[src/rtl/mem_access_unit.sv]
// Memory-stage data-memory initiator: formats load/store requests, extends load data, registers WB fields.
// Optional build macro MISALIGN_TRAP_EN: misaligned half/word accesses retire as traps instead of issuing.
module mem_access_unit #(
  parameter int XLEN = 32
) (
  input  logic            clk,
  input  logic            rst,
  input  logic            ex_valid,
  output logic            ex_ready,
  input  logic [XLEN-1:0] ex_addr,
  input  logic [XLEN-1:0] ex_opr_res,
  input  logic [XLEN-1:0] ex_wdata,
  input  logic            ex_rd_en,
  input  logic            ex_wr_en,
  input  logic [1:0]      ex_size,
  input  logic            ex_unsigned,
  input  logic [4:0]      ex_rd,
  input  logic [XLEN-1:0] ex_pc4,
  input  logic            ex_rf_en,
  input  logic [1:0]      ex_wb_sel,
  output logic            dmem_req_valid,
  input  logic            dmem_req_ready,
  output logic [XLEN-1:0] dmem_addr,
  output logic            dmem_we,
  output logic [3:0]      dmem_be,
  output logic [XLEN-1:0] dmem_wdata,
  input  logic            dmem_rsp_valid,
  input  logic [XLEN-1:0] dmem_rdata,
  output logic            wb_valid,
  output logic [XLEN-1:0] wb_opr_res,
  output logic [XLEN-1:0] wb_dmem_rdata,
  output logic [XLEN-1:0] wb_lsu_rdata,
  output logic [4:0]      wb_rd,
  output logic [XLEN-1:0] wb_pc4,
  output logic            wb_rf_en,
  output logic [1:0]      wb_wb_sel,
  output logic            wb_misalign
);

  typedef enum logic [1:0] {S_IDLE, S_REQ, S_WAIT} state_t;

  state_t            state_q, state_d;
  logic [1:0]        off_q, off_d;
  logic [1:0]        size_q, size_d;
  logic              uns_q, uns_d;
  logic              store_q, store_d;
  logic [4:0]        rd_q, rd_d;
  logic [XLEN-1:0]   pc4_q, pc4_d;
  logic [XLEN-1:0]   opr_q, opr_d;
  logic              rf_en_q, rf_en_d;
  logic [1:0]        wb_sel_q, wb_sel_d;
  logic              req_valid_q, req_valid_d;
  logic [XLEN-1:0]   req_addr_q, req_addr_d;
  logic              req_we_q, req_we_d;
  logic [3:0]        req_be_q, req_be_d;
  logic [XLEN-1:0]   req_wdata_q, req_wdata_d;
  logic              wb_valid_q, wb_valid_d;
  logic [XLEN-1:0]   wb_opr_res_q, wb_opr_res_d;
  logic [XLEN-1:0]   wb_dmem_rdata_q, wb_dmem_rdata_d;
  logic [XLEN-1:0]   wb_lsu_rdata_q, wb_lsu_rdata_d;
  logic [4:0]        wb_rd_q, wb_rd_d;
  logic [XLEN-1:0]   wb_pc4_q, wb_pc4_d;
  logic              wb_rf_en_q, wb_rf_en_d;
  logic [1:0]        wb_wb_sel_q, wb_wb_sel_d;
  logic              wb_misalign_q, wb_misalign_d;

  logic              is_mem;
  logic              misaligned;
  logic              mis_trap;
  logic [1:0]        ex_off;

  // Size 2'b11 falls into the word cases via size[1].
  function automatic logic [1:0] align_off(input logic [1:0] addr_lo, input logic [1:0] size);
    if (size[1])              return 2'b00;
    else if (size == 2'b01)   return {addr_lo[1], 1'b0};
    else                      return addr_lo;
  endfunction

  function automatic logic [3:0] fmt_be(input logic [1:0] off, input logic [1:0] size);
    if (size[1])              return 4'b1111;
    else if (size == 2'b01)   return 4'b0011 << off;
    else                      return 4'b0001 << off;
  endfunction

  function automatic logic [XLEN-1:0] fmt_wdata(input logic [XLEN-1:0] wd, input logic [1:0] size);
    if (size[1])              return wd;
    else if (size == 2'b01)   return {2{wd[15:0]}};
    else                      return {4{wd[7:0]}};
  endfunction

  function automatic logic [XLEN-1:0] load_extend(input logic [XLEN-1:0] rdata, input logic [1:0] off,
                                                  input logic [1:0] size, input logic uns);
    logic [XLEN-1:0]    sh;
    logic signed [7:0]  b;
    logic signed [15:0] h;
    sh = rdata >> {off, 3'b000};
    b  = sh[7:0];
    h  = sh[15:0];
    if (size[1])              return sh;
    else if (size == 2'b01)   return uns ? {16'h0, sh[15:0]} : XLEN'(h);
    else                      return uns ? {24'h0, sh[7:0]}  : XLEN'(b);
  endfunction

  assign is_mem     = ex_rd_en | ex_wr_en;
  assign ex_off     = align_off(ex_addr[1:0], ex_size);
  assign misaligned = (ex_size == 2'b01 && ex_addr[0]) || (ex_size[1] && ex_addr[1:0] != 2'b00);
`ifdef MISALIGN_TRAP_EN
  assign mis_trap   = is_mem & misaligned;
`else
  assign mis_trap   = 1'b0;
`endif

  always_comb begin
    state_d         = state_q;
    off_d           = off_q;
    size_d          = size_q;
    uns_d           = uns_q;
    store_d         = store_q;
    rd_d            = rd_q;
    pc4_d           = pc4_q;
    opr_d           = opr_q;
    rf_en_d         = rf_en_q;
    wb_sel_d        = wb_sel_q;
    req_valid_d     = req_valid_q;
    req_addr_d      = req_addr_q;
    req_we_d        = req_we_q;
    req_be_d        = req_be_q;
    req_wdata_d     = req_wdata_q;
    wb_valid_d      = 1'b0;
    wb_opr_res_d    = wb_opr_res_q;
    wb_dmem_rdata_d = wb_dmem_rdata_q;
    wb_lsu_rdata_d  = wb_lsu_rdata_q;
    wb_rd_d         = wb_rd_q;
    wb_pc4_d        = wb_pc4_q;
    wb_rf_en_d      = wb_rf_en_q;
    wb_wb_sel_d     = wb_wb_sel_q;
    wb_misalign_d   = wb_misalign_q;
    case (state_q)
      S_IDLE: begin
        if (ex_valid) begin
          if (!is_mem || mis_trap) begin
            // Pass-through and misalignment traps both retire directly from IDLE.
            wb_valid_d      = 1'b1;
            wb_opr_res_d    = ex_opr_res;
            wb_dmem_rdata_d = '0;
            wb_lsu_rdata_d  = '0;
            wb_rd_d         = ex_rd;
            wb_pc4_d        = ex_pc4;
            wb_rf_en_d      = ex_rf_en & ~mis_trap;
            wb_wb_sel_d     = ex_wb_sel;
            wb_misalign_d   = mis_trap;
          end else begin
            state_d     = S_REQ;
            off_d       = ex_off;
            size_d      = ex_size;
            uns_d       = ex_unsigned;
            store_d     = ex_wr_en;
            rd_d        = ex_rd;
            pc4_d       = ex_pc4;
            opr_d       = ex_opr_res;
            rf_en_d     = ex_rf_en;
            wb_sel_d    = ex_wb_sel;
            req_valid_d = 1'b1;
            req_addr_d  = {ex_addr[XLEN-1:2], 2'b00};
            req_we_d    = ex_wr_en;
            req_be_d    = fmt_be(ex_off, ex_size);
            req_wdata_d = fmt_wdata(ex_wdata, ex_size);
          end
        end
      end
      S_REQ: begin
        if (dmem_req_ready) begin
          req_valid_d = 1'b0;
          if (store_q) begin
            state_d         = S_IDLE;
            wb_valid_d      = 1'b1;
            wb_opr_res_d    = opr_q;
            wb_dmem_rdata_d = '0;
            wb_lsu_rdata_d  = '0;
            wb_rd_d         = rd_q;
            wb_pc4_d        = pc4_q;
            wb_rf_en_d      = 1'b0;
            wb_wb_sel_d     = wb_sel_q;
            wb_misalign_d   = 1'b0;
          end else begin
            state_d = S_WAIT;
          end
        end
      end
      S_WAIT: begin
        if (dmem_rsp_valid) begin
          state_d         = S_IDLE;
          wb_valid_d      = 1'b1;
          wb_opr_res_d    = opr_q;
          wb_dmem_rdata_d = dmem_rdata;
          wb_lsu_rdata_d  = load_extend(dmem_rdata, off_q, size_q, uns_q);
          wb_rd_d         = rd_q;
          wb_pc4_d        = pc4_q;
          wb_rf_en_d      = rf_en_q;
          wb_wb_sel_d     = wb_sel_q;
          wb_misalign_d   = 1'b0;
        end
      end
      default: state_d = S_IDLE;
    endcase
  end

  always_ff @(posedge clk or posedge rst) begin
    if (rst) begin
      state_q         <= S_IDLE;
      off_q           <= '0;
      size_q          <= '0;
      uns_q           <= 1'b0;
      store_q         <= 1'b0;
      rd_q            <= '0;
      pc4_q           <= '0;
      opr_q           <= '0;
      rf_en_q         <= 1'b0;
      wb_sel_q        <= '0;
      req_valid_q     <= 1'b0;
      req_addr_q      <= '0;
      req_we_q        <= 1'b0;
      req_be_q        <= '0;
      req_wdata_q     <= '0;
      wb_valid_q      <= 1'b0;
      wb_opr_res_q    <= '0;
      wb_dmem_rdata_q <= '0;
      wb_lsu_rdata_q  <= '0;
      wb_rd_q         <= '0;
      wb_pc4_q        <= '0;
      wb_rf_en_q      <= 1'b0;
      wb_wb_sel_q     <= '0;
      wb_misalign_q   <= 1'b0;
    end else begin
      state_q         <= state_d;
      off_q           <= off_d;
      size_q          <= size_d;
      uns_q           <= uns_d;
      store_q         <= store_d;
      rd_q            <= rd_d;
      pc4_q           <= pc4_d;
      opr_q           <= opr_d;
      rf_en_q         <= rf_en_d;
      wb_sel_q        <= wb_sel_d;
      req_valid_q     <= req_valid_d;
      req_addr_q      <= req_addr_d;
      req_we_q        <= req_we_d;
      req_be_q        <= req_be_d;
      req_wdata_q     <= req_wdata_d;
      wb_valid_q      <= wb_valid_d;
      wb_opr_res_q    <= wb_opr_res_d;
      wb_dmem_rdata_q <= wb_dmem_rdata_d;
      wb_lsu_rdata_q  <= wb_lsu_rdata_d;
      wb_rd_q         <= wb_rd_d;
      wb_pc4_q        <= wb_pc4_d;
      wb_rf_en_q      <= wb_rf_en_d;
      wb_wb_sel_q     <= wb_wb_sel_d;
      wb_misalign_q   <= wb_misalign_d;
    end
  end

  assign ex_ready       = (state_q == S_IDLE) && !rst;
  assign dmem_req_valid = req_valid_q;
  assign dmem_addr      = req_addr_q;
  assign dmem_we        = req_we_q;
  assign dmem_be        = req_be_q;
  assign dmem_wdata     = req_wdata_q;
  assign wb_valid       = wb_valid_q;
  assign wb_opr_res     = wb_opr_res_q;
  assign wb_dmem_rdata  = wb_dmem_rdata_q;
  assign wb_lsu_rdata   = wb_lsu_rdata_q;
  assign wb_rd          = wb_rd_q;
  assign wb_pc4         = wb_pc4_q;
  assign wb_rf_en       = wb_rf_en_q;
  assign wb_wb_sel      = wb_wb_sel_q;
  assign wb_misalign    = wb_misalign_q;

endmodule

[config.mk]
export PLATFORM = sky130hd
export DESIGN_NAME = mem_access_unit
export DESIGN_NICKNAME = d
export VERILOG_FILES = /design/src/rtl/mem_access_unit.sv
export SDC_FILE = /design/constraint.sdc
export NUM_CORES = 1
export LEC_CHECK = 0
export CAP_MARGIN = 5
export CORE_ASPECT_RATIO = 0.8
export CORE_MARGIN = 4
export CORE_UTILIZATION = 30
export CTS_CLUSTER_DIAMETER = 30
export CTS_CLUSTER_SIZE = 28
export DETAILED_ROUTE_END_ITERATION = 8
export PLACE_DENSITY_LB_ADDON = 0.05
export SYNTH_ARGS = -nofsm -noshare
export SYNTH_HDL_FRONTEND = slang
export SYNTH_SLANG_ARGS = --single-unit
[constraint.sdc]
create_clock -name clk -period 28.4 [get_ports clk]
set_clock_uncertainty 0.1 [all_clocks]
set_input_delay 5.68 -clock clk [delete_from_list [all_inputs] [get_ports clk]]
set_output_delay 5.68 -clock clk [all_outputs]
set_load 0.03 [all_outputs]
# Yosys cells after proc, flatten, opt, wreduce, memory -nomap -nowiden
# Index checks and enable logic that the tools add are counted.
dict set report totals {
  regBits 285
  latch_bits 0
  ramBits 0
  romBits 0
  inputBits 178
  out_inout_bits 209
  wordCells 114
  mem_count 0
}
dict set report op_classes {
  add_sub_neg 0
  multipliers 0
  n_div 0
  n_lt_le_gt_ge 0
  eq_ne 10
  n_shift 3
  mux 68
  n_bitwise 1
  n_reduce_logical 9
}
# operator n
set ops {}
lappend ops {{$mux 32} 22}
lappend ops {{$pmux 32 s3} 4}
lappend ops {{$shr 32x5->32} 1}
lappend ops {{$mux 5} 5}
lappend ops {{$mux 2} 11}
lappend ops {{$mux 1} 17}
lappend ops {{$pmux 5 s3} 1}
lappend ops {{$ne 2x2->1 const B} 6}
lappend ops {{$pmux 2 s3} 2}
lappend ops {{$pmux 1 s3} 3}
lappend ops {{$mux 4} 2}
lappend ops {{$reduce_and 4->1} 2}
lappend ops {{$eq 2x1->1 const B} 3}
lappend ops {{$reduce_and 6->1} 1}
lappend ops {{$shl 1x2->4 const A} 1}
lappend ops {{$shl 2x2->4 const A} 1}
lappend ops {{$reduce_and 3->1} 1}
lappend ops {{$reduce_bool 3->1} 1}
lappend ops {{$eq 2x2->1 const B} 1}
lappend ops {{$logic_not 2->1} 1}
lappend ops {{$pmux 1 s2} 1}
lappend ops {{$reduce_bool 2->1} 1}
lappend ops {{$logic_and 1x1->1} 1}
lappend ops {{$logic_not 1->1} 1}
lappend ops {{$or 1x1->1} 1}

# Logic depth before layout (Yosys ltp)
# Gate-level depths: netlist (run 1).
dict set report depth {
  depth_word 6
  ltp_mapped 8
}

# Least setup slack after synthesis (run 1)
# Ideal clock, no wire load.
dict set report synth_path {
  path_kind {input-to-output}
  from {input rst}
  to {output ex_ready}
  t_arrival_ns 6.112
  t_required_ns 22.620
  setup_slack_ns 16.508
  stages 1
  path_buffers 0
  path_cell_list {nor2b_1}
}
dict set report synth_via {
  elab_chain_len 2
}
# item line_no
set synth_rtl {}
lappend synth_rtl {{start, declared} 7} ;# input logic rst,
lappend synth_rtl {{$logic_not 1->1} 262} ;# assign ex_ready = (state_q == S_IDLE) && !rst;
lappend synth_rtl {{$logic_and 1x1->1} 262}
lappend synth_rtl {{end, declared} 9} ;# output logic ex_ready,
# Every way passes these cells.

# Final worst setup path (run 1)
# Same ends and word-level chain as after synthesis.

==> flow_summary.yaml, run 1 <==
run:
  maxCapViolCount: 0
worst_setup_path:
  crit_slowest_cell: "clkdlybuf4s50_1"
  max_stage_delay_ns: 0.68
  crit_chain: "clkdlybuf4s50_1, nor2b_1, clkdlybuf4s50_1"
  ff2ff_path_depth: 8
  required_ns: 22.62
  cp_max_fo: 2
  end_kind: "output pin"
  cp_common_cell: "clkdlybuf4s50_1"
  reg2reg_slack_ns: 25.28
  cp-start-kind: "input pin"
  critPathArrivalTime_ns: 7.02
  worstSetupPathType: "input pin to output pin"
cts:
  clock_path_buffers: 3
  cts_made_buffers: 73
  cts_root_buf: "clkbuf_16"
  ctsHoldBuffers: 0
  cts_resized: 0
  cts_setup_buffers: 0
  cts_tree: "built"
  cts_max_level: 3
  cts.sinks: 284
  insertion_delay_ns: 0.55
  clkTransAtPathRegs_ns: 0.04
timing:
  setup_viol: 0
  finalCritPeriodShare_pct: 45.1
  final_max_slew_viol_count: 0
  fin_crit_ns: 12.80
  setup_ws_ns: 15.60
  slew_headroom_pct: 35.0
  finalHoldViolCount: 0
  worst_slew_pin_slew_ns: 0.974
  rsz0062_at_grt: "false"
  fin_setup_tns_ns: 0
  max_freq_mhz: 78.1
synth:
  ys_seq_elements: 284
  synth_cells: 993
  seq_area_frac_synth_pct: 58.6
  postSynth.asyncResetShare_pct: 100
  avgSynthCellArea_um2: 12.2
  ys.flop_type: "dfrtp_1"
  yosys_warnings: 0
  synth_edf_count: 0
  syn_area_um2: 12100
  ys_types: 38
routing:
  routed_wl_um: 37700
  vias: 9305
  viasPerCell: 4.70
  ant_nets: 0
  first_pass_iters: 6
  drtIter0Drc: 443
  drc: 0
  wl_per_cell_um: 19.0
placed_design:
  dpl.hpwl_um: 25200
  place_ws_ns: 15.59
  io_buffers: 383
  gp_congestion: 0.718
  dp.cells: 1850
floorplan:
  dieWidth_um: 233
  start_util_pct: 30.6
  die_area_um2: 43700
  io-pin-count: 387
  dieHeight_um: 188
  rows: 65
  core-area_um2: 39700
global_routing:
  grt_pass1_wl_um: 58400
  grt_use_total_pct: 17.0
  grt_remaining_overflow: 0
  antenna_found_initial: 5
  grt_pass1_vias: 9790
  grt_start_max_net_pins: 102
cells_and_area:
  drive_above_1_share_pct: 17.8
  num-fill-cells: 3741
  nets: 1572
  layout_common_cells: "clkdlybuf4s50_1 (383), dfrtp_1 (284), mux2_2 (114)"
  layout.cells.non_filler: 1979
  final_common_cell: "clkdlybuf4s50_1"
  area_delta_synth_final_pct: 56.1
pwr:
  leakagePower_nw: 8.04
  total_power_w: 0.00256
  powerDensity_nw_per_um2: 135
  max-vdd-ir-drop_uv: 56.7
status:
  status: "finished clean"
hold_path:
  whs_path_depth: 2
  min_path_type: "flop to flop"
## flip-flops by register name (all words and copies together), names as in the netlist, 5 cells and up
register and flops:
dmem_wdata 32, opr_q 32, pc4_q 32, wb_dmem_rdata 32, wb_lsu_rdata 32, wb_opr_res 32, wb_pc4 32, dmem_addr 30
rd_q 5, wb_rd 5
## per-stage QoR
stage                     util, %  hold WS, ns  instance area (um2)
after floorplan                 -        0.379                12100
after global placement       41.5        0.360                16500
after detailed placement     41.5        0.369                16500
after CTS                    47.7        0.377                18900
after global routing         47.7        0.402                18900
final                        47.7        0.371                18900
## layout make-up
| class | count | area (um2) | share of cell area, % |
|---|---|---|---|
| Antenna cell | 2 | 5.00 | 0.0264 |
| Clock inverter | 33 | 437 | 2.31 |
| Inverter | 6 | 30.0 | 0.159 |
| Timing Repair Buffer | 398 | 3950 | 20.8 |
| Tap cell | 536 | 671 | 3.54 |
| Sequential cell | 284 | 7110 | 37.5 |
| Multi-Input combinational cell | 626 | 4700 | 24.8 |
| Clock buffer | 94 | 2040 | 10.8 |
## worst paths after layout
kind	startpoint	end
max	rst	ex_ready
min	dmem_wdata[25]	dmem_wdata[25]
max reg2reg	state_q[0]	wb_pc4[26]
min reg2reg	dmem_wdata[25]	dmem_wdata[25]
max in group asynchronous	rst	dmem_addr[19]
min in group asynchronous	rst	wb_dmem_rdata[22]
## critical path: cells and delay by family
family        cells  cell delay, ns
simple gates      1            0.15
buf+inv           2            1.19
## power breakdown
part / switching [W] / total, W / internal [W]
combinational: 0.000607 / 0.00106 / 0.000450
sequential: 0.0000914 / 0.000677 / 0.000585
clock: 0.000242 / 0.000824 / 0.000582
total: 0.000940 / 0.00256 / 0.00162
## layer usage
layer  GRT usage, %  part of all wire, %  wire length (um)
met2           26.5                   47             17600
met4           5.45                  2.4               900
met5              0                 0.11                42
met3           6.79                  8.1              3040
met1           21.8                   43             16100
## kinds of logic after synthesis
family | count (synthesis) | share of synthesized area [%]
other | 1 | 0.0309
buffers and inverters | 85 | 2.92
flip-flops | 284 | 58.6
AO/OA/AOI/OAI | 223 | 12.7
AND/OR/NAND/NOR | 185 | 6.63
adder cells (fa/ha/maj) | 5 | 0.516
multiplexers | 210 | 18.6
## cells in the mapped netlist, types with 5 or more instances
| cell type | instances | area share, % |
|---|---|---|
| a211o_1 | 7 | 0.51 |
| nor2b_1 | 34 | 1.8 |
| nor2_1 | 78 | 2.4 |
| clkbuf_1 | 54 | 1.7 |
| nand2_1 | 64 | 2.0 |
| o21ai_0 | 24 | 0.99 |
| o22ai_1 | 8 | 0.41 |
| inv_1 | 6 | 0.19 |
| a22o_1 | 34 | 2.5 |
| o2bb2ai_1 | 8 | 0.58 |
| mux2i_1 | 95 | 7.8 |
| a211oi_1 | 9 | 0.56 |
| a32o_1 | 23 | 1.9 |
| a21oi_1 | 83 | 3.4 |
| buf_2 | 19 | 0.78 |
| dfrtp_1 | 284 | 59 |
| ha_1 | 5 | 0.52 |
| o31ai_1 | 19 | 1.2 |
| mux2_2 | 114 | 11 |
No activity file was read; power rests on OpenSTA's default activity.
==> inputs of run 2 (changes only) <==
- clock period: 28.4 -> 12.7 ns (I/O delays scaled with it)
==> run 2 against run 1 <==
  * First-iteration DRC count increased by 20%
  * Count of clock-buffer cells in the layout increased by 11
  * Routed wire length increased by 1.4%
  * Die area unchanged
  * Utilization about the same
  * Combinational power increased by 120%
  * Cell area about the same
  * Sequential cell count unchanged
  * Clock power increased by 120%
  * Non-clock buffer count decreased by 1
  * Cell count increased by 0.40%
  * Critical path depth unchanged
  * Critical path type unchanged
  * Largest power group unchanged
==> flow_summary.yaml, run 2 (same netlist as run 1, synthesis figures left out) <==
floorplan:
  core-area_um2: 39700
  io-pin-count: 387
  dieWidth_um: 233
  start_util_pct: 30.6
  dieHeight_um: 188
  die_area_um2: 43700
  rows: 65
timing:
  setup_ws_ns: 6.18
  fin_setup_tns_ns: 0
  final_max_slew_viol_count: 0
  finalHoldViolCount: 0
  max_freq_mhz: 153
  fin_crit_ns: 6.52
  setup_viol: 0
  finalCritPeriodShare_pct: 51.4
  worst_slew_pin_slew_ns: 1.18
  rsz0062_at_grt: "false"
  slew_headroom_pct: 21.3
placed_design:
  gp_congestion: 0.717
  post_dp_cell_area_um2: 16400
  io_buffers: 383
  place_ws_ns: 6.18
  dp.cells: 1849
  dpl.hpwl_um: 25100
cts:
  cts_setup_buffers: 0
  insertion_delay_ns: 0.57
  clkTransAtPathRegs_ns: 0.04
  clock_path_buffers: 3
  ctsHoldBuffers: 0
  cts_tree: "built"
  cts_root_buf: "clkbuf_16"
  cts_made_buffers: 75
  cts_max_level: 3
  cts_resized: 0
  cts.sinks: 284
worst_setup_path:
  max_stage_delay_ns: 0.67
  r2r_start: "state_q[0]"
  crit_buf_inv: 2
  ff2ff_path_depth: 8
  required_ns: 10.06
  crit_chain: "clkdlybuf4s50_1, nor2b_1, clkdlybuf4s50_1"
  crit_slowest_cell: "clkdlybuf4s50_1"
  critical_path.top_delay_family: "buffers and inverters"
  cp-start-kind: "input pin"
  reg2reg_to: "wb_pc4[10]"
  cp_max_fo: 2
  end_kind: "output pin"
  worstSetupPathType: "input pin to output pin"
  cp.depth: 3
  cp_common_cell: "clkdlybuf4s50_1"
  reg2reg_slack_ns: 9.60
  critPathArrivalTime_ns: 3.88
cells_and_area:
  utilization_pct: 47.7
  nets: 1573
  layout.cells.non_filler: 1987
  drive_above_1_share_pct: 18.1
  area_delta_synth_final_pct: 56.1
  layout_common_cells: "clkdlybuf4s50_1 (383), dfrtp_1 (284), mux2_2 (114)"
  final_area_um2: 18900
  num-fill-cells: 3731
  final_common_cell: "clkdlybuf4s50_1"
routing:
  drtIter0Drc: 530
  first_pass_iters: 4
  routed_wl_um: 38200
  viasPerCell: 4.73
  ant_nets: 0
  vias: 9390
  drc: 0
  wl_per_cell_um: 19.2
global_routing:
  grt_remaining_overflow: 0
  grt_use_total_pct: 17.2
  grt_start_max_net_pins: 109
  antenna_found_initial: 7
  grt_pass1_wl_um: 58800
  grt_pass1_vias: 9825
status:
  status: "finished clean"
hold_path:
  min_path_type: "flop to flop"
  whs_path_depth: 2
  hold-path-endpoint: "dmem_wdata[27]"
  min_from: "dmem_wdata[27]"
pwr:
  sequentialPowerShare_pct: 26.6
  p_int_w: 0.00358
  p_switching_w: 0.00213
  powerDensity_nw_per_um2: 301
  combPwrFrac_pct: 41.5
  max-vdd-ir-drop_uv: 135
  clkPwrFrac_pct: 31.9
  leakagePower_nw: 8.08
  switching_share_pct: 37.3
run:
  maxCapViolCount: 0
==> run 2: cell types whose count changed in the layout (fill, tap and decap cells not counted), sizes merged <==
cell,previous run,this run
clkinvlp,8,2
inv,10,7
diode,2,3
clkbuf,94,105
buf,15,14
clkinv,12,24
bufinv,9,3
==> run 2: worst max path at each step <==
stage	from	to	slack, ns
after floorplan	rst	dmem_addr[10]	2.22
after global placement	rst	ex_ready	6.16
after detailed placement	rst	ex_ready	6.18
after CTS	rst	ex_ready	6.18
after global routing	rst	ex_ready	6.11
final	rst	ex_ready	6.18
==> run 2: layer usage <==
metal  vias to the layer above  part of all wire (%)  global-route usage (%)
li1                       4395                     -                       -
met1                      4637                    43                    21.9
met2                       267                    46                    26.2
met3                        83                   8.0                    7.14
met4                         8                   2.9                    6.69
met5                         -                  0.12                       0
==> run 2: tightest hold or removal path: cells and delay by family (launching register included) <==
family / cells / cell delay, ns
AO/OA/AOI/OAI: 1 / 0.05
flip-flops: 1 / 0.33
AND/OR/NAND/NOR: 1 / 0.05
==> run 2: power by group through the flow <==
| stage | logic (W) | registers (W) | clock network, W |
|---|---|---|---|
| floorplan | 0.00100 | 0.00201 | 0 |
| global placement | 0.00239 | 0.00151 | 0 |
| detailed placement | 0.00240 | 0.00153 | 0 |
| CTS | 0.00241 | 0.00152 | 0.00186 |
| global route | 0.00255 | 0.00157 | 0.00192 |
| finish | 0.00237 | 0.00152 | 0.00182 |
==> run 2: area by class of cell <==
type / instances / area, um2 / area share [%]
flip-flops and latches: 284 / 7110 / 37.5
well taps: 536 / 671 / 3.54
clock buffers: 105 / 2210 / 11.7
multi-input cells: 626 / 4700 / 24.8
inverters: 6 / 30.0 / 0.159
clock inverters: 30 / 272 / 1.43
repair buffers: 397 / 3940 / 20.8
diodes: 3 / 7.51 / 0.0396
==> run 2: stage by stage <==
stage	power, W	hold slack [ns]
after CTS	0.00579	0.375
after global routing	0.00605	0.394
after detailed placement	0.00393	0.369
after floorplan	0.00301	0.379
final	0.00571	0.369
after global placement	0.00390	0.360
==> inputs of run 3 (changes only) <==
- clock period: 12.7 -> 5.8 ns (I/O delays scaled with it)
==> run 3 against run 2 <==
  * Register-to-register slack got worse by 6.6 ns
  * Global-route usage fell by 0.050 points
  * Sequential cell count did not move
  * Worst setup slack got worse by 4.1 ns
  * Utilization fell by 0.39 points
  * Cell area fell by 0.82%
  * Cell count fell by 0.86%
==> flow_summary.yaml, run 3 (same netlist as run 1, synthesis figures left out) <==
global_routing:
  antenna_found_initial: 3
  grt_pass1_vias: 9873
  grt_pass1_wl_um: 58800
  grt_start_max_net_pins: 145
  grt_remaining_overflow: 0
  grt_use_total_pct: 17.2
timing:
  finalCritPeriodShare_pct: 63.6
  setup_viol: 0
  fin_setup_tns_ns: 0
  final_max_slew_viol_count: 0
  finalHoldViolCount: 0
  slew_headroom_pct: 25.8
  fin_crit_ns: 3.69
  max_freq_mhz: 271
  whs_ns: 0.375
  rsz0062_at_grt: "false"
  worst_slew_pin_slew_ns: 1.11
status:
  status: "finished clean"
cells_and_area:
  area_delta_synth_final_pct: 54.8
  drive_above_1_share_pct: 17.1
  nets: 1567
  layout_common_cells: "clkdlybuf4s50_1 (383), dfrtp_1 (284), mux2_2 (114)"
  final_common_cell: "clkdlybuf4s50_1"
cts:
  ctsHoldBuffers: 0
  clock_path_buffers: 3
  cts_tree: "built"
  insertion_delay_ns: 0.55
  cts_max_level: 3
  clkTransAtPathRegs_ns: 0.04
  cts.sinks: 284
  cts_made_buffers: 70
  cts_root_buf: "clkbuf_16"
  cts_resized: 0
  cts_setup_buffers: 0
worst_setup_path:
  required_ns: 4.54
  cp_common_cell: "clkdlybuf4s50_1"
  crit_buf_inv: 2
  cp-start-kind: "input pin"
  end_kind: "output pin"
  crit_slowest_cell: "clkdlybuf4s50_1"
  critPathArrivalTime_ns: 2.43
  max_stage_delay_ns: 0.68
  worstSetupPathType: "input pin to output pin"
  critical_path.top_delay_family: "buffers and inverters"
  crit_chain: "clkdlybuf4s50_1, nor2b_1, clkdlybuf4s50_1"
  cp_max_fo: 2
floorplan:
  core-area_um2: 39700
  start_util_pct: 30.6
  io-pin-count: 387
  die_area_um2: 43700
  dieHeight_um: 188
  dieWidth_um: 233
  rows: 65
routing:
  ant_nets: 0
  wl_per_cell_um: 19.2
  drtIter0Drc: 523
  vias: 9318
  routed_wl_um: 37900
  viasPerCell: 4.73
  first_pass_iters: 4
  drc: 0
pwr:
  max-vdd-ir-drop_uv: 329
  powerDensity_nw_per_um2: 651
  leakagePower_nw: 7.97
run:
  maxCapViolCount: 0
placed_design:
  gp_congestion: 0.730
  io_buffers: 383
  dpl.hpwl_um: 25000
hold_path:
  min_path_type: "flop to flop"
==> run 3: power breakdown <==
part	switching, W	internal (W)	total, W
Sequential	0.000454	0.00287	0.00332
Clock	0.00113	0.00256	0.00369
Combinational	0.00299	0.00223	0.00522
Total	0.00458	0.00765	0.0122
==> run 3: path summary, 6_finish.rpt <==
path	from	to	slack, ns	cells past startpoint
min	dmem_wdata[31]	dmem_wdata[31]	0.38	2
max	rst	ex_ready	2.11	3
max in group asynchronous	rst	wb_rd[2]	3.68	3
min reg2reg	dmem_wdata[31]	dmem_wdata[31]	0.38	2
min in group asynchronous	rst	wb_dmem_rdata[23]	0.86	2
max reg2reg	state_q[1]	wb_dmem_rdata[18]	2.95	6
==> run 3: stage by stage <==
stage / worst slack [ns] / std cells / power (W) / cell area (um2) / utilization (%)
floorplan: 0.777 / 995 / 0.00660 / 12100 / -
global placement: 1.80 / 1848 / 0.00857 / 16500 / 41.6
detailed placement: 1.77 / 1848 / 0.00863 / 16500 / 41.6
CTS: 2.11 / 1967 / 0.0124 / 18800 / 47.3
global route: 2.05 / 1968 / 0.0130 / 18800 / 47.3
finish: 2.11 / 1970 / 0.0122 / 18800 / 47.3
==> run 3: tightest hold or removal path: cells and delay by family (launching register included) <==
family             cells  cell delay (ns)
DFF                    1             0.34
and+or+nand+nor        1             0.05
AOI/OAI and AO/OA      1             0.05
==> run 3: metal layers <==
layer | vias up | track usage, % | part of all wire [%] | wire (um)
met2 | 268 | 26.9 | 47 | 17600
met3 | 65 | 6.85 | 8.2 | 3110
li1 | 4376 | - | - | -
met4 | 4 | 5.31 | 2.0 | 762
met1 | 4605 | 21.8 | 43 | 16400
met5 | - | 0 | 0.071 | 27
==> run 3: layout make-up <==
cell class              count  area (um2)
fillers                  3699       20900
flip-flops and latches    284        7110
multi-input cells         626        4700
repair buffers            396        4010
clock buffers             100        2060
well taps                 536         671
clock inverters            19         210
inverters                   6        26.3
diodes                      3        7.51
